$ cat src/rtl/rs_syndrome_stream.sv
// Streaming Reed-Solomon syndrome generator over GF(2^M) with valid/ready in and out.
// Optional macro RS_SYND_ERRFLAG_EN adds the ERR_DETECT output (any syndrome nonzero).
module rs_syndrome_stream #(
    parameter int M               = 4,
    parameter int N               = 15,
    parameter int NSYN            = 4,
    parameter int FCR             = 1,
    parameter logic [M:0] PRIM_POLY = 5'b10011,
    localparam int CW             = $clog2(N + 1)
) (
    input  logic                CLK,
    input  logic                RESET,
    input  logic                IN_VALID,
    input  logic [M-1:0]        IN_SYMBOL,
    output logic                IN_READY,
    output logic                SYND_VALID,
    input  logic                SYND_READY,
    output logic [NSYN*M-1:0]   SYND_OUT,
`ifdef RS_SYND_ERRFLAG_EN
    output logic                ERR_DETECT,
`endif
    output logic [CW-1:0]       COUNT
);

    // Shift-and-add multiply with reduction by the primitive polynomial.
    function automatic logic [M-1:0] gf_mul(input logic [M-1:0] a, input logic [M-1:0] b);
        logic [M-1:0] p;
        logic [M-1:0] x;
        p = '0;
        x = a;
        for (int k = 0; k < M; k++) begin
            if (b[k]) p = p ^ x;
            x = {x[M-2:0], 1'b0} ^ (x[M-1] ? PRIM_POLY[M-1:0] : '0);
        end
        return p;
    endfunction

    function automatic logic [M-1:0] alpha_pow(input int e);
        logic [M-1:0] p;
        p = M'(1);
        for (int k = 0; k < e; k++) p = gf_mul(p, M'(2));
        return p;
    endfunction

    typedef enum logic {EMPTY, FULL} slot_t;

    localparam logic [CW-1:0] LAST = CW'(N - 1);

    slot_t                   slot;
    logic [NSYN-1:0][M-1:0]  acc;
    logic [NSYN-1:0][M-1:0]  acc_nxt;
    logic                    accept;
    logic                    last;

    // Only the closing symbol can stall: it would overwrite a set still held in the slot.
    assign IN_READY = !((COUNT == LAST) && SYND_VALID && !SYND_READY);
    assign accept   = IN_VALID && IN_READY;
    assign last     = accept && (COUNT == LAST);

    for (genvar i = 0; i < NSYN; i++) begin : g_root
        localparam logic [M-1:0] ROOT = alpha_pow(FCR + i);
        assign acc_nxt[i] = gf_mul(acc[i], ROOT) ^ IN_SYMBOL;
    end

    always_ff @(posedge CLK or posedge RESET) begin
        if (RESET) begin
            acc        <= '0;
            COUNT      <= '0;
            SYND_OUT   <= '0;
            SYND_VALID <= 1'b0;
            slot       <= EMPTY;
`ifdef RS_SYND_ERRFLAG_EN
            ERR_DETECT <= 1'b0;
`endif
        end else begin
            if (accept) begin
                if (last) begin
                    acc      <= '0;
                    COUNT    <= '0;
                    SYND_OUT <= acc_nxt;
`ifdef RS_SYND_ERRFLAG_EN
                    ERR_DETECT <= |acc_nxt;
`endif
                end else begin
                    acc   <= acc_nxt;
                    COUNT <= COUNT + CW'(1);
                end
            end
            case (slot)
                EMPTY: if (last) begin
                    slot       <= FULL;
                    SYND_VALID <= 1'b1;
                end
                FULL: if (SYND_READY && !last) begin
                    slot       <= EMPTY;
                    SYND_VALID <= 1'b0;
                end
                default: begin
                    slot       <= EMPTY;
                    SYND_VALID <= 1'b0;
                end
            endcase
        end
    end

endmodule

$ cat config.mk
export PLATFORM = sky130hd
export DESIGN_NAME = rs_syndrome_stream
export DESIGN_NICKNAME = d
export VERILOG_FILES = /design/src/rtl/rs_syndrome_stream.sv
export SDC_FILE = /design/constraint.sdc
export NUM_CORES = 1
export LEC_CHECK = 0
export CORE_UTILIZATION = 35
export CTS_BUF_LIST = sky130_fd_sc_hd__clkbuf_8 sky130_fd_sc_hd__clkbuf_16
export CTS_CLUSTER_DIAMETER = 200
export DETAILED_ROUTE_END_ITERATION = 12
export DONT_BUFFER_PORTS = 1
export GPL_TIMING_DRIVEN = 0
export PLACE_DENSITY_LB_ADDON = 0.05
export SYNTH_ARGS = -nofsm -noshare
export SYNTH_HDL_FRONTEND = slang
export SYNTH_SLANG_ARGS = --single-unit
$ cat constraint.sdc
create_clock -name CLK -period 1.8 [get_ports CLK]
set_input_delay 0.18 -clock CLK [delete_from_list [all_inputs] [get_ports CLK]]
set_output_delay 0.18 -clock CLK [all_outputs]
set_load 0.01 [all_outputs]
## Yosys cells after proc, flatten, opt, wreduce, memory -nomap -nowiden

Cells that the tools add are included.
W data, S select, Z words.

| cells by class | value |
|---|---|
| bitwise operators | 13 |
| equality and inequality tests | 3 |
| mux-type cells | 15 |
| reduce and logical (&&, ||, !) cells | 10 |
| add/sub/neg operators | 1 |

Operators by type and width:

| operator | number |
|---|---|
| $xor A4 B2 Y4 | 7 |
| $xor A4 B4 Y4 | 5 |
| $mux W16 | 1 |
| $mux W2 | 7 |
| $logic_and A1 B1 Y1 | 5 |
| $add A4 B1 Y4 const B | 1 |
| $eq A4 B4 Y1 const B | 1 |
| $mux W1 | 4 |
| $mux W4 | 1 |
| $pmux W1 S2 | 2 |
| $reduce_and A2 Y1 | 2 |
| $logic_not A1 Y1 | 3 |
| $ne A2 B1 Y1 const B | 1 |
| $ne A2 B2 Y1 const B | 1 |
| $not A1 Y1 | 1 |

| word-level totals | value |
|---|---|
| output and inout port bits | 22 |
| bits of input ports | 8 |
| logic and storage cells | 50 |
| flip-flop bits (word level) | 38 |

## Longest topological paths before layout

Gate-level depths: netlist of the first run.

| logic depth | value |
|---|---|
| word-level depth | 10 |
| mapped depth | 7 |
| mapped depth without buffers | 5 |

## Worst setup path after synthesis of the first run

OpenSTA, ideal clock, no wires.

| timing path | value |
|---|---|
| kind | reg2reg |
| from | register COUNT[0] |
| to | register SYND_OUT[3] |
| setup time | 0.127 ns |
| period minus slack after synthesis | 1.624 ns |
| stages on the path, launching flop included | 7 |
| path slack | 0.176 ns |
| buffers on the path | 1 |
| arrival time | 1.496 ns |
| required time | 1.673 ns |
| cell sequence | dfrtp_1 -> inv_1 -> ha_1 -> and3_1 -> nand3_4 -> buf_6 -> mux2_1 |

| on the way | value |
|---|---|
| cells in the longest elaborated chain, start to end | 7 |

Ends and longest elaborated chain:

| element | line | text |
|---|---|---|
| from (decl) | 22 | `output logic [CW-1:0] COUNT` |
| from (signal assigned) | 86 | `COUNT <= COUNT + CW'(1);` |
| $eq A4 B4 Y1 * | 56, 58 |  |
| $logic_and A1 B1 Y1 (2 in series) | 56 | `assign IN_READY = !((COUNT == LAST) && SYND_VALID && !SYND_READY);` |
| $logic_not A1 Y1 | 56 |  |
| $logic_and A1 B1 Y1 | 57 | `assign accept = IN_VALID && IN_READY;` |
| $logic_and A1 B1 Y1 | 58 | `assign last = accept && (COUNT == LAST);` |
| $reduce_and A2 Y1 (no source line) * | -- |  |
| to (signal assigned) | 80 | `SYND_OUT <= acc_nxt;` |
| to (decl) | 18 | `output logic [NSYN*M-1:0] SYND_OUT,` |

Mark *: on every way between the ends. The rest lies on a longest branch, timed or not.
A chain may end at the register's enable or synchronous reset.

## Worst setup path in the final report of the first run

| timing path | value |
|---|---|
| from | register COUNT[0] |
| to | output IN_READY |

| on the way | value |
|---|---|
| cells in the longest elaborated chain, start to end | 4 |

Ends and longest elaborated chain:

| element | line | text |
|---|---|---|
| $eq A4 B4 Y1 | 56 |  |
| $logic_and A1 B1 Y1 (2 in series) | 56 |  |
| $logic_not A1 Y1 | 56 |  |
| to (decl) | 15 | `output logic IN_READY,` |

Every way passes these cells.

==> results.md, run 1 <==
- Adding up every negative setup slack in the final design gives 0 ps.
- The die is 75.0 um wide.
- Clock tree synthesis selected as its root buffer the cell sky130_fd_sc_hd__clkbuf_8.
- The worst setup path is launched from a register.
- The clock net sink count is 38.
- The type of the worst setup path is reg -> out.
- The die is 75.0 um tall.
- By area the synthesized netlist is led by sky130_fd_sc_hd__dfrtp_1 51%, sky130_fd_sc_hd__xnor2_1 9.4%, sky130_fd_sc_hd__mux2_2 6.0%.
- Entering global routing, the biggest net connects 39 pins.
- The area growth from synthesis to final layout is 15.0%.
- The clock transition time at the flip-flop clock pins of the worst setup and hold paths is 80 ps.
- The floorplan has 26 rows.
- The worst hold slack across all endpoints is 171 ps.
- The wire length of the first global-routing pass is 6320 um.
- Counting distinct cell types in the post-synthesis netlist gives 36.
- Summing all flip-flop and latch instances after layout gives 952 um2.
- The synthesized netlist devotes 13.4% of its cell area to XOR and XNOR gates.
- The most numerous cell in the Yosys netlist is sky130_fd_sc_hd__dfrtp_1.
- Of the cells placed in the final design, the portion with a size suffix greater than 1 is 23.8%.
- The final number of hold-violating endpoints is 0.
- The number of clock buffers added by TritonCTS is 5.
- The post-route fraction of the period consumed by the critical path is 93.4%.
- The share of synthesized flip-flops with an asynchronous set or reset is 100%.
- Summing the areas of all compound-gate instances in the mapped netlist gives 10.9% of the synthesized area.
- The number of antenna diodes in the final layout is 0.
- The worst slack at placement is -91.9 ps.
- After synthesis the netlist holds a flip-flop and latch count of 38.
- For the pin with the worst max-slew slack, the measured transition is 802 ps.
- The adder and majority gate portion of the synthesized area is 1.34%.
- The maximum achievable frequency is 595 MHz.
- For this design the top-level I/O count stands at 30.
- After synthesis the cells add up to 1870 um2.
- The final-report setup violation count is 0.
- After synthesis, the largest family of logic cells by area is XOR/XNOR gates.
- The via count of the first global-routing pass came to 1238.
- Cells fill 42.0% of the core in the end.
- The area enclosed by the die boundary is 5630 um2.
- The worst endpoint required time is 1620 ps.
- Multiplexer cells account for 10.8% of the synthesized area.
- The average detailed-routed wire length per instance is 16.5 um.
- The initial antenna violation count is 0.
- Once routing completed, OpenROAD measured the worst setup slack at 119 ps.
- The power per unit of standard cell area is 1700 nW/um2.
- The maximum vdd ir drop is 0.620 mV.
- The number of nets handed over by synthesis was 156.
- The number of vias in the routed layout is 1168.
- Counting instances in the post-synthesis netlist gives the leading cell types as 38 x sky130_fd_sc_hd__dfrtp_1, 20 x sky130_fd_sc_hd__xnor2_1, 10 x sky130_fd_sc_hd__a22o_1, 10 x sky130_fd_sc_hd__mux2_2, 7 x sky130_fd_sc_hd__mux2_1.
- The design draws 3640 uW.
- The number of maximum-capacitance violations is 0.
- The total overflow left after global routing is 0.
- The area share of the largest cell type after synthesis is 51.0%.
- TritonCTS built the clock tree.
- The maximum buffer depth of the clock tree is 2.
- The simple-gate portion of the synthesized area is 8.52%.
- The number of remaining DRC errors is 0.
- Summed over all nets, the half-perimeter wirelength after detailed placement is 2560 um.
- The last weighted congestion value of the routability-driven placer is 0.707.
- The footprint of the multi-input gates is 857 um2.
- The core region is 5110 um2.
- The arrival time at the worst endpoint is 1500 ps.
- The number of filler instances in the final layout is 502.
- The maximum net fanout on the critical path is 10.
- The final layout contains routed wiring with a total length of 3790 um.
- The total number of H-tree levels is 2.
- Summed over all cells, the static leakage comes to 0.000948 uW.
- The port buffer count is 0.
- The synthesized design spends more area on one cell type than any other, namely sky130_fd_sc_hd__dfrtp_1.
- In this run the worst hold path is classified as in -> reg.
- The aggregate global-route resource usage is 15.6%.
- The Yosys warning count is 0.
- The worst pin sits at a relative slew slack of 46.4%.
- After technology mapping, the gate count stands at 146.
- The number of pins exceeding their max-slew limit in the final report is 0.
- The first-iteration detailed-routing DRC count is 53.
- The flow ran to the end, and the final reports show no timing, DRC or antenna violations.
- In this run, synthesis inferred 0 flip-flops with an integrated enable.
- Setup repair after global routing left no endpoint under its margin.
- The via count normalized by instance count is 5.08.
- The predominant post-synthesis flop cell is sky130_fd_sc_hd__dfrtp_1.
- The time the worst path needs with I/O delays and setup is 1680 ps.
- The worst setup path is captured at an output pin.
- Each instance of the synthesized netlist takes up on average 12.8 um2.
- The remaining antenna violation count after routing is 0.
- Across the routed clock network, the largest skew measured is 9.79 ps.
- The total iterations of the first detailed-routing run is 4.
- Sequential elements use 51.0% of the synthesized area.
- For this configuration, the core starts out at a cell density of 36.5%.
- The net count reported at finish is 169.
- The source-to-sink clock delay at the later pin of the worst-skew pair is 290 ps.
[placed cells by master, fill, tap and decap left out, types with 2 or more instances in the layout]
master	synthesis	layout
sky130_fd_sc_hd__clkinv_2	0	2
sky130_fd_sc_hd__inv_1	4	3
sky130_fd_sc_hd__and2_1	3	3
sky130_fd_sc_hd__ha_1	2	2
sky130_fd_sc_hd__dlygate4sd3_1	0	2
sky130_fd_sc_hd__xnor2_1	20	20
sky130_fd_sc_hd__a21o_1	2	2
sky130_fd_sc_hd__o31ai_1	2	2
sky130_fd_sc_hd__a31oi_1	2	2
sky130_fd_sc_hd__mux2_1	7	7
sky130_fd_sc_hd__buf_2	3	2
sky130_fd_sc_hd__a221o_1	4	4
sky130_fd_sc_hd__nand3_1	2	2
sky130_fd_sc_hd__clkbuf_8	0	5
sky130_fd_sc_hd__a22o_1	10	10
sky130_fd_sc_hd__buf_6	1	2
sky130_fd_sc_hd__xor2_1	6	6
sky130_fd_sc_hd__nor4_1	5	5
sky130_fd_sc_hd__mux2_2	10	10
sky130_fd_sc_hd__buf_4	4	6
sky130_fd_sc_hd__dfrtp_1	38	37
sky130_fd_sc_hd__and3_1	4	3
[layout make-up]
class / instances / area share [%]
Sequential cell: 38 / 44.4
Clock inverter: 3 / 1.87
Inverter: 5 / 0.875
Timing Repair Buffer: 6 / 2.33
Tap cell: 70 / 4.08
Buffer: 8 / 3.27
Multi-Input combinational cell: 95 / 40.0
Clock buffer: 5 / 3.21
[routing by layer]
metal	global-route usage, %	share of wire [%]	vias up
li1	-	-	548
met1	20.3	45	591
met2	25.1	49	23
met3	4.15	4.4	6
met4	5.66	1.3	0
met5	0	0	-
[metrics by stage]
step	std cells	cell area [um2]
global placement	216	1950
detailed placement	216	1950
floorplan	146	1870
finish	230	2140
global route	230	2140
CTS	227	2100
[flip-flops by register name, summed over array words and instances (netlist names)]
signal	flops
SYND_VALID	1
acc	16
COUNT	4
slot	1
SYND_OUT	16
[where the power goes]
part	leakage (uW)	internal [uW]	switching (uW)	total (uW)
registers	0.000473	1230	446	1680
clock network	0.0000579	408	310	718
logic	0.000417	724	515	1240
total	0.000948	2370	1270	3640
[what timing repair did]
item / in CTS / in global routing
pin swaps: 1 / 1
buffers inserted: 1 / 3
resized for setup: 3 / 6
hold buffers: 2 / 0
endpoints found under the setup margin: 18 / 13
hold endpoints to repair: 40 / 0
[worst max-delay path, stage by stage, from the launching register on]
cell	delay [ps]
sky130_fd_sc_hd__dfrtp_2	460
sky130_fd_sc_hd__inv_1	80
sky130_fd_sc_hd__ha_1	190
sky130_fd_sc_hd__and3_4	230
sky130_fd_sc_hd__buf_8	150
sky130_fd_sc_hd__nand2_1	110
[logic make-up (layout without fill, tap and decap cells)]
logic type               count (synthesis)  count (layout)
AO/OA/AOI/OAI                           24              24
flip-flops                              38              38
adder cells (fa/ha/maj)                  2               2
AND/OR/NAND/NOR                         24              24
buffers and inverters                   13              27
XOR/XNOR                                27              27
multiplexers                            18              18
[final timing paths]
kind	endpoint	cells after the start	slack [ps]	from
max	IN_READY	5	120	COUNT[0]
min	acc[3]	2	170	IN_SYMBOL[3]
max reg2reg	acc[6]	7	140	COUNT[0]
min reg2reg	SYND_VALID	1	470	slot
max in group asynchronous	COUNT[0]	2	750	RESET
min in group asynchronous	SYND_OUT[15]	2	500	RESET
No activity file was read; power rests on OpenSTA's default activity.
==> run 2, diff against run 1 <==
- CORE_UTILIZATION: 35 -> 45
==> run 2 against run 1 <==
Effect of this change:
- critical endpoint unchanged
- sequential share of layout area grew 1.3 points
- fmax is essentially flat
- core utilization grew 10 points
- clock power shrank 26%
- via count shrank 0.43%
- worst hold slack gained 4.7 ps
- die area shrank 22%
==> results.md, run 2 (synthesis gave the netlist of run 1 again) <==
- The leading cell type in the layout, fill and taps excluded is sky130_fd_sc_hd__dfrtp_1.
- The power per unit of standard cell area is 1660 nW/um2 (-2.3%).
- The slew of the pin with the lowest slew margin is 788 ps (-14.5 ps).
- The leakage component of the power was 0.000938 uW (-1.1%).
- The number of maximum-capacitance violations was 0 (unchanged).
- The final number of hold-violating endpoints is 0 (unchanged).
- The delay of the slowest cell on the worst path is 460 ps (about the same).
- The clock transition time at the flip-flop clock pins of the worst setup and hold paths was 70 ps (about the same).
- The number of rows in the core area came to 23 (-12%).
- The via count normalized by instance count is 5.54 (+9.1%).
- The minimum setup slack among reg-to-reg paths is 140 ps (about the same).
- The detailed placement HPWL is 2450 um (-4.5%).
- The average detailed-routed wire length per instance was 17.5 um (+6.3%).
- The time the worst path needs with I/O delays and setup was 1680 ps (+1.60 ps).
- The instance area after placement came to 1930 um2 (-1.3%).
- The wire length of the first global-routing pass is 5780 um (-8.5%).
- The slowest stage of the critical path belongs to the cell sky130_fd_sc_hd__dfrtp_2.
- The first-iteration detailed-routing DRC count is 24 (-55%).
- The total iterations of the first detailed-routing run is 4 (unchanged).
- The net count reported at finish is 170 (+0.59%).
- The arrival time at the worst endpoint was 1500 ps (about the same).
- The number of placed I/O pins is 30 (unchanged).
- The worst setup path is captured at an output pin.
- The clock net sink count came to 38 (unchanged).
- The horizontal die dimension is 66.4 um (-11%).
- The clock tree from TritonCTS is yes.
- The die boundary height is 66.4 um (-11%).
- The sum of overflow across all layers after global routing is 0 (unchanged).
- The number of remaining DRC errors came to 0 (unchanged).
- The maximum vdd ir drop is 0.698 mV (+13%).
- The largest registers in the layout are SYND_OUT (16), acc (16), COUNT (4).
- The initial antenna violation count is 0 (unchanged).
- The via count of the first global-routing pass is 1183 (-4.4%).
- The share of cells above drive strength 1 is 23.8% (unchanged).
- The placeable core region was 4000 um2 (-22%).
- The clock tree skew after final layout is 6.01 ps (-3.78 ps).
- The final cell area excluding filler cells is 2090 um2 (-2.6%).
- The pin count of the biggest net entering global routing is 39 (unchanged).
- The aggregate global-route resource usage is 18.4% (+2.8 points).
- The least setup slack across all paths after layout is 117 ps (-1.60 ps).
- The worst slack at placement is -110 ps (-17.9 ps).
- Setup repair after global routing left no endpoint under its margin.
- The critical path is of the reg -> out type.
- The port buffer count is 0 (unchanged).
- The cell sitting at the root of the clock tree is a sky130_fd_sc_hd__clkbuf_8.
- The maximum net fanout on the critical path came to 10 (unchanged).
- The relative max-transition margin is 47.4% (+0.97 points).
- The number of pins exceeding their max-slew limit in the final report is 0 (unchanged).
- The last weighted congestion value of the routability-driven placer is 0.767 (+8.5%).
- Walking the worst path, the cells encountered are inv_1 -> ha_2 -> and3_2 -> buf_6 -> nand2_1.
- The post-route fraction of the period consumed by the critical path is 93.5% (about the same).
- The worst setup path is launched from a register.
- The remaining antenna violation count after routing is 0 (unchanged).
- The area enclosed by the die boundary came to 4410 um2 (-22%).
- The source-to-sink clock delay at the later pin of the worst-skew pair was 290 ps (about the same).
- The final-report setup violation count was 0 (unchanged).
- The starting density of the core is 46.6% (+10 points).
- The top cell types in the final layout, fill and taps aside, are 36 x sky130_fd_sc_hd__dfrtp_1, 20 x sky130_fd_sc_hd__xnor2_1, 10 x sky130_fd_sc_hd__a22o_1, 10 x sky130_fd_sc_hd__mux2_2.
- The routed wire length came to 3680 um (-3.0%).
- The setup TNS was 0 ps (unchanged).
- Relative to the synthesized area, the layout overhead comes to 11.9%.
- The flow ran to the end, and the final reports show no timing, DRC or antenna violations.
- The number of vias in the routed layout came to 1163 (-0.43%).
- The number of buffers inserted during clock tree synthesis was 5 (unchanged).
- The power after layout came to 3460 uW (-4.8%).
- The maximum buffer depth of the clock tree is 2 (unchanged).
- The count of antenna diodes in the layout is 0 (unchanged).
- The total number of H-tree levels is 2 (unchanged).
- The worst hold path belongs to the class in -> reg.
- The maximum achievable frequency is 594 MHz (about the same).
- The worst endpoint required time is 1620 ps (about the same).
## run 2: cell count changes in the layout (fill, tap and decap cells not counted), sizes merged
cell | previous run | this run
bufinv | 1 | 0
clkinv | 3 | 1
inv | 4 | 6
clkbuf | 6 | 5
buf | 11 | 13
## run 2: path summary, 6_finish.rpt
kind	from	to	cells past startpoint
max	COUNT[0]	IN_READY	5
min	IN_SYMBOL[3]	acc[3]	2
max reg2reg	COUNT[0]	acc[12]	6
min reg2reg	slot	SYND_VALID	1
max in group asynchronous	RESET	COUNT[0]	2
min in group asynchronous	RESET	SYND_OUT[1]	2
## run 2: metal layers
metal | track usage (%) | vias to the layer above | routed length, um
met5 | 0 | - | 0
met4 | 7.98 | 0 | 61
met3 | 5.86 | 5 | 155
met2 | 29.1 | 23 | 1780
met1 | 23.0 | 584 | 1680
li1 | - | 551 | -
## run 2: critical path: cells and delay by family, from the launching register on
family / cells / cell delay (ps)
DFF: 1 / 460
and+or+nand+nor: 2 / 340
buffers and inverters: 2 / 240
adders and majority gates: 1 / 180
## run 2: repair_timing
action | in CTS | in global routing
endpoints found under the hold margin | 40 | 0
resized for setup | 3 | 5
endpoints found under the setup margin | 18 | 21
pin swaps | 0 | 2
hold buffers | 2 | 0
buffers inserted | 0 | 5
## run 2: where the power goes
group	switching [uW]	leakage [uW]	internal, uW
combinational	518	0.000419	722
clock	279	0.0000466	255
sequential	448	0.000472	1240
## run 2: layout make-up
type	instances	area, um2
Fill cell	347	1910
Sequential cell	38	953
Multi-Input combinational cell	95	856
Clock buffer	5	68.8
Buffer	8	63.8
Tap cell	50	62.6
Timing Repair Buffer	7	57.6
Inverter	5	18.8
Clock inverter	2	7.51
## run 2: stage by stage
| step | hold WS, ps | std cells | utilization (%) |
|---|---|---|---|
| 5_1_grt | 169 | 210 | 52.2 |
| 6_report | 176 | 210 | 52.2 |
| 2_1_floorplan | 277 | 146 | - |
| 3_3_place_gp | 283 | 196 | 48.2 |
| 3_5_place_dp | 267 | 196 | 48.2 |
| 4_1_cts | 167 | 205 | 51.0 |
